==> config.mk <==
export PLATFORM = sky130hd
export DESIGN_NAME = router_dor
export DESIGN_NICKNAME = d
export VERILOG_FILES = /design/src/rtl/router_dor.sv
export SDC_FILE = /design/constraint.sdc
export NUM_CORES = 2
export LEC_CHECK = 0
export ABC_CLOCK_PERIOD_IN_PS = 7550
export BUFFER_PORTS_ARGS = -buffer_cell sky130_fd_sc_hd__buf_2
export CORE_AREA = 2 2 627 629
export DETAILED_ROUTE_END_ITERATION = 10
export DIE_AREA = 0 0 629 631
export GPL_TIMING_DRIVEN = 1
export PLACE_DENSITY_LB_ADDON = 0.2
export SLEW_MARGIN = 15
export SYNTH_ARGS = -nofsm -noshare
export SYNTH_HDL_FRONTEND = slang
export SYNTH_HIERARCHICAL = 1
export SYNTH_SLANG_ARGS = --single-unit
==> constraint.sdc <==
create_clock -name clk -period 7.55 [get_ports clk]
set_input_delay 0.3775 -clock clk [delete_from_list [all_inputs] [get_ports clk]]
set_output_delay 0.3775 -clock clk [all_outputs]
set_load 0.05 [all_outputs]
==> src/rtl/router_dor.sv <==
// router_dor: 7-port dimension-order (X, Y, Z) router with per-input FIFOs,
// per-output round-robin arbiters and registered outputs.
// Port index: 0=inject/eject, 1=XPOS, 2=YPOS, 3=ZPOS, 4=XNEG, 5=YNEG, 6=ZNEG.
// Optional macro ROUTER_TORUS_EN: shortest-path torus routing with DIM_SIZE
// wrap. Without it, plain mesh routing is used and DIM_SIZE is ignored.

module router_dor_fifo #(
   parameter int W     = 82,
   parameter int DEPTH = 5
) (
   input  logic         clk,
   input  logic         rst,
   input  logic         wr_en,
   input  logic [W-1:0] wr_data,
   input  logic         rd_en,
   output logic [W-1:0] rd_data,
   output logic         empty,
   output logic         full
);
   localparam int PW   = (DEPTH > 1) ? $clog2(DEPTH) : 1;
   localparam int CNTW = $clog2(DEPTH + 1);

   logic [W-1:0]    mem [DEPTH];
   logic [PW-1:0]   wp, rp;
   logic [CNTW-1:0] cnt;

   function automatic logic [PW-1:0] bump(logic [PW-1:0] p);
      return (p == PW'(DEPTH - 1)) ? '0 : p + 1'b1;
   endfunction

   // storage array, not reset: contents are only visible through cnt
   always_ff @(posedge clk) begin
      if (wr_en) mem[wp] <= wr_data;
   end

   // pointers and occupancy; reset drops every queued flit
   always_ff @(posedge clk) begin
      if (!rst) begin
         wp  <= '0;
         rp  <= '0;
         cnt <= '0;
      end else begin
         if (wr_en) wp <= bump(wp);
         if (rd_en) rp <= bump(rp);
         case ({wr_en, rd_en})
            2'b10:   cnt <= cnt + 1'b1;
            2'b01:   cnt <= cnt - 1'b1;
            default: cnt <= cnt;
         endcase
      end
   end

   assign rd_data = mem[rp];
   assign empty   = (cnt == '0);
   assign full    = (cnt == CNTW'(DEPTH));
endmodule

module router_dor #(
   parameter int FLIT_SIZE = 82,
   parameter int CW        = 4,
   parameter int Q_DEPTH   = 5,
   parameter int cur_x     = 0,
   parameter int cur_y     = 0,
   parameter int cur_z     = 0,
   parameter int DIM_SIZE  = 4
) (
   input  logic                   clk,
   input  logic                   rst,
   input  logic [7*FLIT_SIZE-1:0] in_flit,
   input  logic [6:0]             in_valid,
   output logic [6:0]             in_ready,
   output logic [7*FLIT_SIZE-1:0] out_flit,
   output logic [6:0]             out_valid,
   input  logic [6:0]             out_ready
);
   localparam int NP = 7;
   localparam logic [CW-1:0] CX = CW'(cur_x);
   localparam logic [CW-1:0] CY = CW'(cur_y);
   localparam logic [CW-1:0] CZ = CW'(cur_z);

   localparam logic [2:0] P_EJECT = 3'd0;
   localparam logic [2:0] P_XPOS  = 3'd1;
   localparam logic [2:0] P_YPOS  = 3'd2;
   localparam logic [2:0] P_ZPOS  = 3'd3;
   localparam logic [2:0] P_XNEG  = 3'd4;
   localparam logic [2:0] P_YNEG  = 3'd5;
   localparam logic [2:0] P_ZNEG  = 3'd6;

   logic [NP-1:0][FLIT_SIZE-1:0] head;
   logic [NP-1:0][FLIT_SIZE-1:0] oflit;
   logic [NP-1:0][2:0]           route_sel;
   logic [NP-1:0][NP-1:0]        req;        // req[input][output]
   logic [NP-1:0][2:0]           ptr;
   logic [NP-1:0][2:0]           gnt_idx;
   logic [NP-1:0]                gnt_vld;
   logic [NP-1:0]                pop;
   logic [NP-1:0]                empty;
   logic [NP-1:0]                full;

   // one dimension step; caller guarantees dst != cur
   function automatic logic [2:0] step(logic [CW-1:0] dst, logic [CW-1:0] cur,
                                       logic [2:0] pos, logic [2:0] neg);
`ifdef ROUTER_TORUS_EN
      int d;
      d = ((int'(dst) - int'(cur)) % DIM_SIZE + DIM_SIZE) % DIM_SIZE;
      return (d <= DIM_SIZE / 2) ? pos : neg;   // ties go POS
`else
      return (dst > cur) ? pos : neg;
`endif
   endfunction

   // X first, then Y, then Z; fully matched coordinates eject
   function automatic logic [2:0] route(logic [FLIT_SIZE-1:0] f);
      logic [CW-1:0] dx, dy, dz;
      dx = f[FLIT_SIZE-2 -: CW];
      dy = f[FLIT_SIZE-2-CW -: CW];
      dz = f[FLIT_SIZE-2-2*CW -: CW];
      if (dx != CX)      return step(dx, CX, P_XPOS, P_XNEG);
      else if (dy != CY) return step(dy, CY, P_YPOS, P_YNEG);
      else if (dz != CZ) return step(dz, CZ, P_ZPOS, P_ZNEG);
      else               return P_EJECT;
   endfunction

   genvar gi;
   generate
      for (gi = 0; gi < NP; gi++) begin : g_in
         // in_ready is held low during reset and whenever the queue is full
         assign in_ready[gi] = rst && !full[gi];

         router_dor_fifo #(.W(FLIT_SIZE), .DEPTH(Q_DEPTH)) u_fifo (
            .clk     (clk),
            .rst     (rst),
            .wr_en   (in_valid[gi] && in_ready[gi]),
            .wr_data (in_flit[gi*FLIT_SIZE +: FLIT_SIZE]),
            .rd_en   (pop[gi]),
            .rd_data (head[gi]),
            .empty   (empty[gi]),
            .full    (full[gi])
         );

         assign route_sel[gi] = route(head[gi]);
         assign out_flit[gi*FLIT_SIZE +: FLIT_SIZE] = oflit[gi];
      end
   endgenerate

   // request matrix: each non-empty head asks for exactly one output
   always_comb begin
      req = '0;
      for (int i = 0; i < NP; i++)
         if (!empty[i]) req[i][route_sel[i]] = 1'b1;
   end

   // round-robin arbitration per eligible output, starting at ptr[o]
   always_comb begin
      int idx;
      idx     = 0;
      gnt_vld = '0;
      gnt_idx = '0;
      for (int o = 0; o < NP; o++) begin
         if (!out_valid[o] || out_ready[o]) begin
            for (int k = 0; k < NP; k++) begin
               idx = (int'(ptr[o]) + k) % NP;
               if (!gnt_vld[o] && req[idx][o]) begin
                  gnt_vld[o] = 1'b1;
                  gnt_idx[o] = 3'(idx);
               end
            end
         end
      end
   end

   // granted heads pop; an input requests one output so pops never collide
   always_comb begin
      pop = '0;
      for (int o = 0; o < NP; o++)
         if (gnt_vld[o]) pop[gnt_idx[o]] = 1'b1;
   end

   // output registers and arbiter pointers; data holds while stalled
   always_ff @(posedge clk) begin
      if (!rst) begin
         out_valid <= '0;
         oflit     <= '0;
         ptr       <= '0;
      end else begin
         for (int o = 0; o < NP; o++) begin
            if (gnt_vld[o]) begin
               oflit[o]     <= head[gnt_idx[o]];
               out_valid[o] <= 1'b1;
               ptr[o]       <= (gnt_idx[o] == 3'd6) ? 3'd0 : gnt_idx[o] + 3'd1;
            end else if (out_ready[o]) begin
               out_valid[o] <= 1'b0;
            end
         end
      end
   end
endmodule

==> metrics <==
first-pass GRT wire length 843 mm; R2R Setup Slk 0.45 ns; CP Max Fanout 8; Max Root-Sink Buffers 4; Final min period slightly above 7 ns; post-synthesis cell area 155,000 um^2; Worst Hold Class input pin to register; portion of netlist area occupied by mux cells approximately 8.1%; Clk Tree Root Cell clkbuf_16; slowest CP cell dfxtp_1; Port Buffer Count just over 900; initial antenna violation count 199; ys flop type edfxtp_1; largest family of logic cells by synthesized area compound AO/OA/AOI/OAI gates; Fmax roughly 140 MHz; Synth Area in Simple Gates approximately 8.2%; detailed placement HPWL between 400 and 500 mm; Post-Synth Adder-Cell Area 1.09%; first-pass iteration count of the detailed router 6; CP Capture Type register; Max Clock Skew 0.0535 ns; Period Utilization, post-route 94.1%; Core Area 391,000 um^2; die height 631 um; Avg Cell Area, Syn 13.3 um^2; EDFF count, synth 2,870; Worst-Margin Slew 1.39 ns; XOR/XNOR Fraction of Synth Area 0.386%; CTS H-Tree Depth 5; CP required 8.43 ns; Die Width roughly 630 um; register area share after synthesis about three fifths; Slew Viols, Final 0; CTS tree yes; CP arrival 7.99 ns; Initial Utilization 39.8%; initial DRC count around 12,000; post-place setup slack 0.630 ns; worst-skew pair later-pin latency 1.00 ns; CP most frequent cell ha_1; TritonCTS Buffers 361; layout cells sized above 1 22.4%; DR DRC count 0; CTS Sinks 3,298; top post-synthesis cells by count 2,870 x edfxtp_1, 939 x mux2i_1, 692 x inv_1; Yosys reg bits 3,298; kind of critical path register to register; Final Worst Setup Slack 0.447 ns; count leader, synth edfxtp_1; dpl cells between 15,000 and 20,000; RePlAce Congestion 0.931; nets about 14,000; grt total ovfl 0; Rel. slew slack 7.60%; distinct cell type count after synthesis between 100 and 150; Detailed Route WL 619 mm; pin count of the biggest net entering global routing 185; maxcap violations 0; GR Util All Layers 30.1%; DRT antenna net count 0; Startpoint Class register; Final Non-Filler Cells 18,944; slowest stage delay, CP 0.45 ns; Async S/R FF share, synth 0%; top cell type's share of synthesized area 55.4%; Area growth syn-to-layout 18.9%; die footprint 397,000 um^2; vias in the first global route 106,415; compound-cell area share of the yosys netlist 15.2%; via count 111,360; Yosys warnings 6; final hold vios 0; ranking of synthesized cells by area edfxtp_1 55%, mux2i_1 6.0%, dfxtp_1 5.5%, a221oi_2 4.5%, a211oi_1 3.0%; WHS roughly 0.15 ns; outcome finished clean; cells after synthesis 11,691; post-CTS sizing 0; Yosys top cell by area edfxtp_1; FP Rows 230; RSZ-0062 raised after global routing no; detailed-route wire length per cell 32.7 um; clk slew on worst S/H paths ~0.06 ns; final setup violation count 0; via/cell ratio 5.88; I/O Pins approximately 1,200
per-stage QoR:
stage	util [%]	area [um^2]	TNS [ns]
6_report	47.3	185000	0
3_3_place_gp	42.7	167000	0
2_1_floorplan	-	156000	-762.58
3_5_place_dp	42.7	167000	0
5_1_grt	47.3	185000	0
4_1_cts	47.2	185000	0
cell type report:
cell class / count / area (um^2)
clock inverters: 184 / 1800
flip-flops and latches: 3298 / 94800
fillers: 34489 / 206000
clock buffers: 473 / 9850
inverters: 697 / 2620
diodes: 88 / 220
multi-input cells: 6865 / 53300
repair buffers: 2119 / 15700
well taps: 5220 / 6530
sequential cells by signal, indices dropped and copies added, names as in the netlist, named ones only:
register / flops
g_in.u_fifo/rp: 21
g_in.u_fifo/mem: 2870
g_in.u_fifo/cnt: 21
ptr: 12
out_flit: 328
g_in.u_fifo/wp: 21
out_valid: 4
cell usage in the layout, fill, tap and decap left out, types with 232 or more instances in the layout:
master	Yosys	layout
a211oi_1	620	620
a21oi_1	235	232
a221oi_1	270	232
a221oi_2	467	504
buf_2	236	924
buf_4	353	552
clkbuf_16	0	369
conb_1	1	249
dfxtp_1	428	414
dlygate4sd3_1	0	584
edfxtp_1	2870	2870
inv_1	692	692
mux2i_1	939	939
nand2_1	661	658
nand3_1	288	287
nor2_1	282	260
nor2b_1	621	620
nor3_1	329	313
o21ai_0	341	341
routing by layer:
metal	vias up	global-route usage (%)	wire length (um)
met4	76	24.1	59400
met1	56308	33.9	220000
li1	47942	-	-
met5	-	0	485
met3	1472	5.78	45400
met2	5562	50.2	294000
path summary, 6_finish.rpt:
kind | to | depth (start not counted) | start
worst max-delay path | g_in[4].u_fifo/cnt[2] | 30 | ptr[0]
worst min-delay path | g_in[2].u_fifo/mem[4][1] | 2 | in_flit[165]
worst max register to register | g_in[4].u_fifo/cnt[2] | 30 | ptr[0]
worst min register to register | out_flit[241] | 1 | out_flit[241]
cell families (layout without fill, tap and decap cells):
logic type / Yosys count / count (layout)
compound gates: 2704 / 2704
simple gates: 2502 / 2502
buf+inv: 1776 / 3473
flops: 3298 / 3298
mux: 1213 / 1213
fa+ha+maj: 131 / 131
xor+xnor: 66 / 66
other cells: 1 / 337
worst max-delay path, delay by kind of cell (launching register included):
family                     cells  cell delay (ns)
and+or+nand+nor                7             1.55
buffers and inverters          6             0.73
DFF                            1             0.45
AOI/OAI and AO/OA              8             1.63
xor gates and xnor gates       3             0.94
adders and majority gates      6             1.67
timing repair:
item / CTS / global route
hold buffers: 584 / 0
endpoints found under the setup margin: 0 / 0
buffers inserted: 0 / 0
endpoints found under the hold margin: 2922 / 0
Power is left out: the tool's default activity adds up to more than one toggle a clock period on the data nets, which glitch-free logic cannot reach.
